--- config.mk ---
export PLATFORM = sky130hd
export DESIGN_NAME = uart_tx_queue
export DESIGN_NICKNAME = d
export VERILOG_FILES = /design/src/rtl/uart_tx_queue_pkg.sv /design/src/rtl/uart_tx_queue_byte_fifo.sv /design/src/rtl/uart_tx_queue.sv
export SDC_FILE = /design/constraint.sdc
export NUM_CORES = 1
export LEC_CHECK = 0
export CORE_MARGIN = 2
export CORE_UTILIZATION = 51
export DETAILED_ROUTE_END_ITERATION = 6
export PLACE_DENSITY_LB_ADDON = 0.12
export SYNTH_ARGS = -nofsm -noshare
export SYNTH_HDL_FRONTEND = slang
export SYNTH_SLANG_ARGS = --single-unit
export TNS_END_PERCENT = 30
--- constraint.sdc ---
create_clock -name clk_i -period 8.6 [get_ports clk_i]
set_input_delay 2.58 -clock clk_i [delete_from_list [all_inputs] [get_ports clk_i]]
set_output_delay 2.58 -clock clk_i [all_outputs]
set_load 0.05 [all_outputs]
--- src/rtl/uart_tx_queue_pkg.sv ---
// Shared constants for the uart_tx_queue byte queue and its drain FSM.
// Holds uart register offsets, the STAT busy bit and FSM state codes.
`ifndef ADR_WIDTH
`define ADR_WIDTH 64
`endif
`ifndef DAT_WIDTH
`define DAT_WIDTH 64
`endif

package uart_tx_queue_pkg;

    localparam int ADR_W = `ADR_WIDTH;
    localparam int DAT_W = `DAT_WIDTH;

    localparam logic [7:0] REG_STAT = 8'h00;
    localparam logic [7:0] REG_CTRL = 8'h08;
    localparam logic [7:0] REG_DATA = 8'h10;

    localparam int STAT_BUSY_BIT = 0;

    localparam logic [2:0] ST_IDLE      = 3'd0;
    localparam logic [2:0] ST_GAP       = 3'd1;
    localparam logic [2:0] ST_POLL      = 3'd2;
    localparam logic [2:0] ST_POLL_END  = 3'd3;
    localparam logic [2:0] ST_WRITE     = 3'd4;
    localparam logic [2:0] ST_WRITE_END = 3'd5;

    typedef struct packed {
        logic             stb;
        logic             we;
        logic [ADR_W-1:0] adr;
        logic [DAT_W-1:0] dat;
    } wb_req_t;

    function automatic logic [ADR_W-1:0] reg_adr(
        input logic [63:0] base,
        input logic [7:0]  off
    );
        return ADR_W'(base + {56'h0, off});
    endfunction

endpackage

--- src/rtl/uart_tx_queue_byte_fifo.sv ---
// byte_fifo: circular byte buffer with count-based full/empty.
// Pushes while full and pops while empty are ignored.
module byte_fifo #(
    parameter int DEPTH = 16,
    localparam int AW = $clog2(DEPTH),
    localparam int LW = $clog2(DEPTH + 1)
) (
    input  logic          clk_i,
    input  logic          rst_i,
    input  logic          push_i,
    input  logic [7:0]    data_i,
    input  logic          pop_i,
    output logic [7:0]    head_o,
    output logic          full_o,
    output logic          empty_o,
    output logic [LW-1:0] level_o
);

    logic [7:0]    mem [DEPTH];
    logic [AW-1:0] wptr;
    logic [AW-1:0] rptr;
    logic [LW-1:0] count;
    logic          do_push;
    logic          do_pop;

    assign full_o  = (count == LW'(DEPTH));
    assign empty_o = (count == '0);
    assign level_o = count;
    assign head_o  = mem[rptr];

    assign do_push = push_i & ~full_o;
    assign do_pop  = pop_i & ~empty_o;

    always_ff @(posedge clk_i) begin
        if (do_push) begin
            mem[wptr] <= data_i;
        end
    end

    always_ff @(posedge clk_i) begin
        if (rst_i) begin
            wptr  <= '0;
            rptr  <= '0;
            count <= '0;
        end else begin
            if (do_push) begin
                wptr <= (wptr == AW'(DEPTH - 1)) ? '0 : wptr + 1'b1;
            end
            if (do_pop) begin
                rptr <= (rptr == AW'(DEPTH - 1)) ? '0 : rptr + 1'b1;
            end
            unique case ({do_push, do_pop})
                2'b10:   count <= count + 1'b1;
                2'b01:   count <= count - 1'b1;
                default: count <= count;
            endcase
        end
    end

endmodule

--- src/rtl/uart_tx_queue.sv ---
// uart_tx_queue: byte queue drained to a Wishbone uart via STAT polling.
// Define UART_TXQ_STATS_EN to add the saturating drop_cnt_o counter.
module uart_tx_queue
    import uart_tx_queue_pkg::*;
#(
    parameter int          DEPTH     = 16,
    parameter logic [63:0] UART_BASE = 64'h0,
    parameter int          POLL_GAP  = 8,
    localparam int LW = $clog2(DEPTH + 1)
) (
    input  logic                  clk_i,
    input  logic                  rst_i,
    input  logic                  push_i,
    input  logic [7:0]            byte_i,
    output logic                  full_o,
    output logic                  empty_o,
    output logic [LW-1:0]         level_o,
    output logic                  err_o,
    output logic [`ADR_WIDTH-1:0] m_adr_o,
    output logic [`DAT_WIDTH-1:0] m_dat_o,
    input  logic [`DAT_WIDTH-1:0] m_dat_i,
    output logic                  m_we_o,
    output logic                  m_stb_o,
    input  logic                  m_ack_i,
    input  logic                  m_err_i
`ifdef UART_TXQ_STATS_EN
    ,
    output logic [15:0]           drop_cnt_o
`endif
);

    localparam int GW = $clog2(POLL_GAP + 1) + 1;
    localparam logic [ADR_W-1:0] ADR_STAT = reg_adr(UART_BASE, REG_STAT);
    localparam logic [ADR_W-1:0] ADR_DATA = reg_adr(UART_BASE, REG_DATA);

    logic [2:0]    state;
    logic          busy;
    logic [GW-1:0] gap_cnt;
    logic [7:0]    head;
    logic          bus_done;
    logic          pop;
    logic          unused_dat;
    wb_req_t       req;

    assign bus_done   = m_ack_i | m_err_i;
    assign pop        = (state == ST_WRITE) & bus_done;
    assign unused_dat = ^m_dat_i;

    byte_fifo #(
        .DEPTH(DEPTH)
    ) u_fifo (
        .clk_i  (clk_i),
        .rst_i  (rst_i),
        .push_i (push_i),
        .data_i (byte_i),
        .pop_i  (pop),
        .head_o (head),
        .full_o (full_o),
        .empty_o(empty_o),
        .level_o(level_o)
    );

    // GAP falls back to IDLE once drained so no poll hits an empty queue
    always_ff @(posedge clk_i) begin
        if (rst_i) begin
            state   <= ST_IDLE;
            busy    <= 1'b0;
            gap_cnt <= '0;
            err_o   <= 1'b0;
        end else begin
            unique case (state)
                ST_IDLE: begin
                    if (!empty_o) state <= ST_POLL;
                end
                ST_POLL: begin
                    if (m_ack_i) begin
                        busy  <= m_dat_i[STAT_BUSY_BIT];
                        state <= ST_POLL_END;
                    end else if (m_err_i) begin
                        err_o   <= 1'b1;
                        gap_cnt <= '0;
                        state   <= ST_GAP;
                    end
                end
                ST_POLL_END: begin
                    gap_cnt <= '0;
                    state   <= busy ? ST_GAP : ST_WRITE;
                end
                ST_GAP: begin
                    if (int'(gap_cnt) + 1 >= POLL_GAP) begin
                        state <= empty_o ? ST_IDLE : ST_POLL;
                    end else begin
                        gap_cnt <= gap_cnt + 1'b1;
                    end
                end
                ST_WRITE: begin
                    if (bus_done) begin
                        if (!m_ack_i) err_o <= 1'b1;
                        state <= ST_WRITE_END;
                    end
                end
                ST_WRITE_END: begin
                    gap_cnt <= '0;
                    state   <= ST_GAP;
                end
                default: state <= ST_IDLE;
            endcase
        end
    end

    always_comb begin
        req = '0;
        if (state == ST_POLL) begin
            req.stb = 1'b1;
            req.adr = ADR_STAT;
        end else if (state == ST_WRITE) begin
            req.stb = 1'b1;
            req.we  = 1'b1;
            req.adr = ADR_DATA;
            req.dat = DAT_W'(head);
        end
    end

    assign m_stb_o = req.stb;
    assign m_we_o  = req.we;
    assign m_adr_o = req.adr;
    assign m_dat_o = req.dat;

`ifdef UART_TXQ_STATS_EN
    always_ff @(posedge clk_i) begin
        if (rst_i) begin
            drop_cnt_o <= '0;
        end else if (push_i && full_o && drop_cnt_o != 16'hFFFF) begin
            drop_cnt_o <= drop_cnt_o + 1'b1;
        end
    end
`endif

endmodule

-- Word level (Yosys, flattened, before mapping)
Memory sizes are Yosys's and may differ from the RTL's. A register that Yosys moved wholly into a read port is not among the register bits.
Index checks and enable logic that the tools add are counted.
- register bits after elaboration: 23
- bits in writable memories: 128
- input bits: 77
- output and inout bits: 138
- word-level logic and storage cells: 78
- memories: 1
- memory list (name ; words ; bits a word ; rd ports ; clocked after Yosys merged registers in ; wr ports ; line ; RTL):
    u_fifo.mem ; 16 ; 8 ; 1 ; 1 ; 1 ; uart_tx_queue_byte_fifo.sv:19 ; logic [7:0] mem [DEPTH];
- add/sub/neg operators: 6
- magnitude comparators: 1
- eq/ne operators: 18
- multiplexer cells: 29
- bitwise operators: 6
- reduce and logical (&&, ||, !) cells: 10
- operators with widths (cell ; count):
    130-bit 2-to-1 mux ; 1
    64-bit 2-to-1 mux ; 2
    3-bit 2-to-1 mux ; 6
    3-bit one-hot mux with 6 select lines ; 1
    4-bit 2-to-1 mux ; 4
    5-bit 2-to-1 mux ; 3
    5-bit one-hot mux with 3 select lines ; 1
    2-bit != test, second input constant ; 7
    5-bit by 1-bit adder with 5-bit output, second input constant ; 2
    5-bit one-hot mux with 2 select lines ; 1
    4-bit by 1-bit adder with 4-bit output, second input constant ; 2
    4-bit == test, second input constant ; 2
    1-bit 2-to-1 mux ; 8
    4-bit AND reduction ; 2
    5-bit by 1-bit adder with 6-bit output, second input constant ; 1
    3-bit by 2-bit == test with 1-bit output, second input constant ; 2
    3-bit == test, second input constant ; 2
    6-bit by 4-bit >= comparator with 1-bit output, second input constant ; 1
    5-bit == test, second input constant ; 1
    5-bit logical NOT ; 1
    5-bit AND reduction ; 1
    5-bit by 1-bit subtractor with 5-bit output, second input constant ; 1
    2-bit nonzero test ; 2
    1-bit AND ; 3
    12 further kinds ; 13

-- Depth between registers and ports, before layout
Gate-level depths: netlist of the first run.
- depth in word-level cells: 5
- depth in mapped cells: 12
- mapped depth without buffers: 10

-- Hierarchy
A second synthesis of the first run with hierarchy kept.
- cell total of the unflattened synthesis: 494
- area total of the unflattened synthesis: 7393.3 um2
- modules (own cells, without submodules) (module ; times used ; cells each ; area each (um2) ; seq. area each (um2)):
    byte_fifo ; 1 ; 296 ; 5855.6 ; 4184.0
    uart_tx_queue ; 1 ; 198 ; 1537.7 ; 200.2

-- Least setup slack after synthesis of the first run
No wires, ideal clock.
- kind: flip-flop to output port
- start point: reg (tool-made name)
- end point: out m_dat_o[0]
- arrival: 2.112 ns
- required time: 6.020 ns
- path slack: 3.908 ns
- stages on the path, launching flop included: 6
- buffers on the path: 2
- cell sequence: dfxtp_1 > clkbuf_1 > buf_2 > mux4_2 > mux4_2 > and2_1
- RTL lines (item ; line ; RTL):
    to (decl) ; uart_tx_queue.sv:20 ; output logic [`DAT_WIDTH-1:0] m_dat_o,

==> results.yml, run 1 <==
yosys:
  synth_top_family_by_area: "buffers and inverters"
  synth_xor_area_frac: 0.00722
  yosysMostFrequentCell: "edfxtp_1"
  yosys-top-cells-area: "edfxtp_1, buf_4, mux4_2, dfxtp_1, nor2_1"
  synthTopCellsByCount: "edfxtp_1, buf_4, mux4_2"
  ys.flop_type: "edfxtp_1"
  synth_edf_count: 128
  synth_mux_area_frac: 0.132
  yosysUniqueCellTypes: 51
  synthAdderAreaFrac: 0.0172
  synthCells: 495
  async_flop_share: 0
  ys_ff_latch: 155
  yosys.area.top_type: "edfxtp_1"
  syn_area_sq_mm: 0.00728
  synth_compound_area_frac: 0.0402
  ys_seq_area_frac: 0.602
  synth_warnings: 0
  yosys.area.top_type_share: 0.528
  synth_simple_gate_area_frac: 0.0593
  syn_avg_cell_area_sq_um: 14.7
routing:
  drtPass1Iterations: 4
  route.vias.total: 3614
  wl_per_cell_um: 17.8
  antenna_left: 0
  drt_drc_violations_left: 0
  first_iter_violations: 330
  finalWirelength_mm: 12.8
  vias_per_cell: 5.03
final_layout:
  final_nets: 613
  synthToLayoutAreaGrowth_pct: 8.59
  finalNonFillerCells: 719
  diodes: 0
  fill_cells: 1095
  fin_util: 0.567
  drive_gt1_frac: 0.156
clock_tree:
  cts_max_path_buffers: 2
  ctsResizeCount: 0
  cts_sinks: 155
  postCtsSetupBuffers: 0
  clk-insertion-delay-late_ps: 410
  root_buffer: "clkbuf_16"
  cts_max_level: 4
  cts_made_buffers: 17
  cts_hold_buf: 0
  clk_pin_slew_ps: 60
  cts_tree: "done"
die:
  die_w_um: 123
  dieArea_sq_mm: 0.0152
  dieHeight_um: 123
  core-area_sq_mm: 0.0139
  io_pins: 215
  placementRows: 43
  initial_core_util: 0.522
worst_setup_path:
  crit_required_ps: 6020
  crit_type: "reg -> out"
  endpoint_kind: "output pin"
  crit_arrival_ps: 3270
  startpoint_type: "flop"
  crit_fanout: 32
  rr_startpoint: "u_fifo.level_o[1]$_SDFFE_PP0P_"
grt:
  grt_usage: 0.184
  grt_antenna_before_repair: 0
  grt_util_met2: 0.288
  overflow: 0
  grt_pass1_wl_mm: 19.7
  grt_max_degree: 33
  grt_pass1_vias: 3487
  grt_busiest_layer: "met2"
  use_met3: 0.0470
  use_met1: 0.240
timing:
  finalHoldViolCount: 0
  setup_viol: 0
  maxSlewViolCount: 0
  max_slew_margin: 0.248
  finalSetupTns_ps: 0
  finalClockSkew_ps: 5.91
  holdWs_ps: 479
  worst_pin_slew_ps: 1120
  fin_crit_sh: 0.681
  period_needed_ps: 5850
  clock.fmax_ghz: 0.171
  rsz0062_at_grt: "no"
placed_design:
  dp_cells: 687
  io_buffers: 32
  place.gp.congestion: 0.773
  hpwl_mm: 8.08
pwr:
  p_total_mw: 1.84
  cellLeakagePower_nw: 2.77
  pwr_density_cell_mw_per_mm2: 232
  ir_drop_v: 0.000205
job:
  maxCapViolCount: 0
hold_path:
  hold_path_class: "reg -> reg"
  hp-start: "err_o$_SDFFE_PP0P_"
status:
  status: "complete, no violations"
==> stage by stage <==
step           instance area (sq um)  setup WS [ps]
5_1_grt                         7910           2540
6_report                        7910           2750
3_3_place_gp                    7310           3110
4_1_cts                         7910           2650
2_1_floorplan                   7720           3910
3_5_place_dp                    7310           3120
==> per-layer routing <==
layer  up-vias  routed length (um)  part of all wire
met5         -                   0                 0
met1      1808                5590              0.44
met3        27                 651             0.051
met2       137                6200              0.48
li1       1642                   -                 -
met4         0                 371             0.029
==> cell families (layout without fill, tap and decap cells) <==
family / count (synthesis) / after routing
AOI/OAI and AO/OA: 43 / 43
xor gates and xnor gates: 6 / 6
adders and majority gates: 10 / 10
buffers and inverters: 148 / 74
DFF: 155 / 155
muxes: 46 / 46
other: 1 / 119
and+or+nand+nor: 86 / 86
==> worst paths after layout <==
| path | end | slack, ps | cells after the start |
|---|---|---|---|
| setup / recovery | m_dat_o[1] | 2750 | 5 |
| hold / removal | err_o$_SDFFE_PP0P_ | 480 | 2 |
| setup reg to reg | u_fifo.level_o[4]$_SDFFE_PP0P_ | 5470 | 9 |
| hold reg to reg | err_o$_SDFFE_PP0P_ | 480 | 2 |
==> registers in the layout, summed over array words and instances (netlist names), named ones only <==
name / cells
u_fifo.mem: 128
gap_cnt: 5
u_fifo.level_o: 5
u_fifo.rptr: 4
u_fifo.wptr: 4
state: 3
busy: 1
err_o: 1
==> placed cells by master, fill, tap and decap left out, drive strengths merged, types with 2 or more instances in the layout <==
cell / Yosys / final
a22oi: 3 / 3
buf: 129 / 2
mux4: 40 / 40
dfxtp: 27 / 27
nor2b: 2 / 2
nor3: 5 / 5
a21oi: 14 / 14
nand2b: 4 / 4
o21ba: 2 / 2
o21ai: 6 / 6
nand3b: 2 / 2
a211oi: 3 / 3
nor2: 36 / 36
a31oi: 6 / 6
ha: 10 / 10
xor2: 5 / 5
conb: 1 / 119
nor4: 2 / 2
and2: 11 / 11
or3: 2 / 2
clkdlybuf4s50: 0 / 32
edfxtp: 128 / 128
inv: 8 / 8
clkinv: 0 / 4
clkbuf: 11 / 27
mux2i: 5 / 5
nand2: 14 / 14
==> cell type report <==
type / instances / area, sq um / share of cell area
inverters: 8 / 30.0 / 0.00380
clock buffers: 27 / 546 / 0.0690
flip-flops and latches: 155 / 4390 / 0.555
multi-input cells: 310 / 2330 / 0.295
well taps: 180 / 225 / 0.0285
clock inverters: 5 / 52.6 / 0.00665
repair buffers: 34 / 335 / 0.0424
==> where the power goes <==
part / total [mW] / switching (mW) / leakage [nW] / internal, mW
logic: 0.258 / 0.200 / 1.10 / 0.0580
registers: 0.843 / 0.0155 / 1.38 / 0.828
clock network: 0.735 / 0.273 / 0.295 / 0.463
total: 1.84 / 0.488 / 2.77 / 1.35
==> critical path, stage by stage (launching register included) <==
cell             delay [ps]
dfxtp_2                 310
buf_4                   530
mux4_2                  600
mux4_2                  520
and2_1                  180
clkdlybuf4s50_1         690
Power figures use the tool's default switching activity.
==> run 2: changes to the inputs <==
CORE_UTILIZATION = 48   (was 51)
clock period = 5.43 ns   (was 8.6 ns; I/O delays follow)
==> run 2 against run 1 <==
Setup slack got worse by 2000 ps. Sequential power increased by 59%. Clock skew increased by 4.7 ps. Power increased by 62%. Utilization decreased by 3.7 points. Flip-flop and latch count unchanged. Via count about the same. Sequential share of layout area decreased by 0.51 points. Die area increased by 6.0%. Wire length increased by 1.8%.
==> results.yml, run 2 (synthesis gave the netlist of run 1 again) <==
status:
  status: "complete, no violations"
worst_setup_path:
  rrSetupSlack_ps: 2300
  crit_type: "reg -> out"
  startpoint_type: "flop"
  crit_fanout: 17
  crit_required_ps: 3800
  rr_startpoint: "u_fifo.level_o[1]$_SDFFE_PP0P_"
  r2r-end: "u_fifo.level_o[4]$_SDFFE_PP0P_"
  crit_path_end: "m_dat_o[1]"
  endpoint_kind: "output pin"
  crit_arrival_ps: 3060
  ff2ff_path_depth: 9
timing:
  rsz0062_at_grt: "no"
  setup_viol: 0
  worst_pin_slew_ps: 1080
  fin_crit_sh: 0.864
  finalSetupTns_ps: 0
  finalClockSkew_ps: 10.6
  period_needed_ps: 4690
  max_slew_margin: 0.280
  finalHoldViolCount: 0
  fin_ws_ps: 740
  holdWs_ps: 470
  clock.fmax_ghz: 0.213
  maxSlewViolCount: 0
final_layout:
  fin_util: 0.531
  final_area_sq_mm: 0.00798
  largest_reg_flops: 128
  final_common_cell: "edfxtp_1"
  multi_input_area_sq_mm: 0.00231
  seqCellArea_sq_mm: 0.00439
  largest_register: "u_fifo.mem"
  synthToLayoutAreaGrowth_pct: 9.61
  diodes: 0
  drive_gt1_frac: 0.157
  final_nets: 622
  finalNonFillerCells: 735
  fill_cells: 1219
  layout_common_cells: "edfxtp_1, conb_1, mux4_2, nor2_1, clkdlybuf4s50_1"
routing:
  finalWirelength_mm: 13.0
  drt_drc_violations_left: 0
  vias_per_cell: 4.92
  first_iter_violations: 252
  route.met3.wl_um: 681
  met2_wirelength_mm: 6.58
  met1_length_mm: 5.65
  wl_per_cell_um: 17.8
  antenna_left: 0
  drtPass1Iterations: 4
  route.vias.total: 3613
  dr.max_layer_used: "met4"
clock_tree:
  clk_pin_slew_ps: 60
  clk-insertion-delay-late_ps: 410
  postCtsSetupBuffers: 0
  cts_max_path_buffers: 2
  cts_max_level: 4
  cts_sinks: 155
  cts_tree: "done"
  root_buffer: "clkbuf_16"
  cts_made_buffers: 17
  ctsResizeCount: 0
  cts_hold_buf: 0
job:
  maxCapViolCount: 0
die:
  dieArea_sq_mm: 0.0162
  placementRows: 45
  core-area_sq_mm: 0.0150
  initial_core_util: 0.484
  die_w_um: 127
  dieHeight_um: 127
  io_pins: 215
placed_design:
  dp_cells: 704
  place_area_sq_mm: 0.00736
  hpwl_mm: 8.39
  place_worst_setup_slack_ps: 969
  io_buffers: 32
  place.gp.congestion: 0.784
pwr:
  pwr_density_cell_mw_per_mm2: 374
  ir_drop_v: 0.000225
  p_total_mw: 2.98
  cellLeakagePower_nw: 2.80
grt:
  grt_pass1_vias: 3488
  grt_pass1_wl_mm: 19.9
  grt_antenna_before_repair: 0
  grt_usage: 0.169
  overflow: 0
  grt_max_degree: 33
hold_path:
  hold_path_class: "reg -> reg"
## run 2: cell types whose count changed in the layout (fill, tap and decap cells not counted), sizes merged
cell      delta
clkbuf       -5
clkinvlp     +1
buf          +9
bufinv       +4
clkinv       -1
## run 2: final cells by class
type	count	area share
repair buffers	43	0.0505
clock buffers	22	0.0557
multi-input cells	310	0.290
clock inverters	9	0.0213
well taps	188	0.0295
flip-flops and latches	155	0.550
inverters	8	0.00376
## run 2: layer usage
metal / GRT usage / vias up
met3: 0.0423 / 17
met4: 0.0485 / 0
li1: - / 1665
met2: 0.280 / 139
met5: 0 / -
met1: 0.224 / 1792
## run 2: worst max-delay path, stage by stage (launching register included)
cell and delay (ps):
dfxtp_2 330, buf_4 330, mux4_2 580, mux4_2 520, and2_1 190, clkdlybuf4s50_1 700
## run 2: worst min path at each step
stage	startpoint	end	slack, ps	cells after the start
finish	gap_cnt[2]$_SDFFE_PP0P_	gap_cnt[2]$_SDFFE_PP0P_	470	1
global route	gap_cnt[2]$_SDFFE_PP0P_	gap_cnt[2]$_SDFFE_PP0P_	500	1
CTS	gap_cnt[2]$_SDFFE_PP0P_	gap_cnt[2]$_SDFFE_PP0P_	470	1
detailed placement	gap_cnt[2]$_SDFFE_PP0P_	gap_cnt[2]$_SDFFE_PP0P_	460	1
global placement	gap_cnt[2]$_SDFFE_PP0P_	gap_cnt[2]$_SDFFE_PP0P_	450	1
floorplan	gap_cnt[2]$_SDFFE_PP0P_	gap_cnt[2]$_SDFFE_PP0P_	430	1
## run 2: where the power goes
part | internal, mW | switching [mW]
Clock | 0.809 | 0.429
Combinational | 0.0938 | 0.316
Sequential | 1.31 | 0.0246
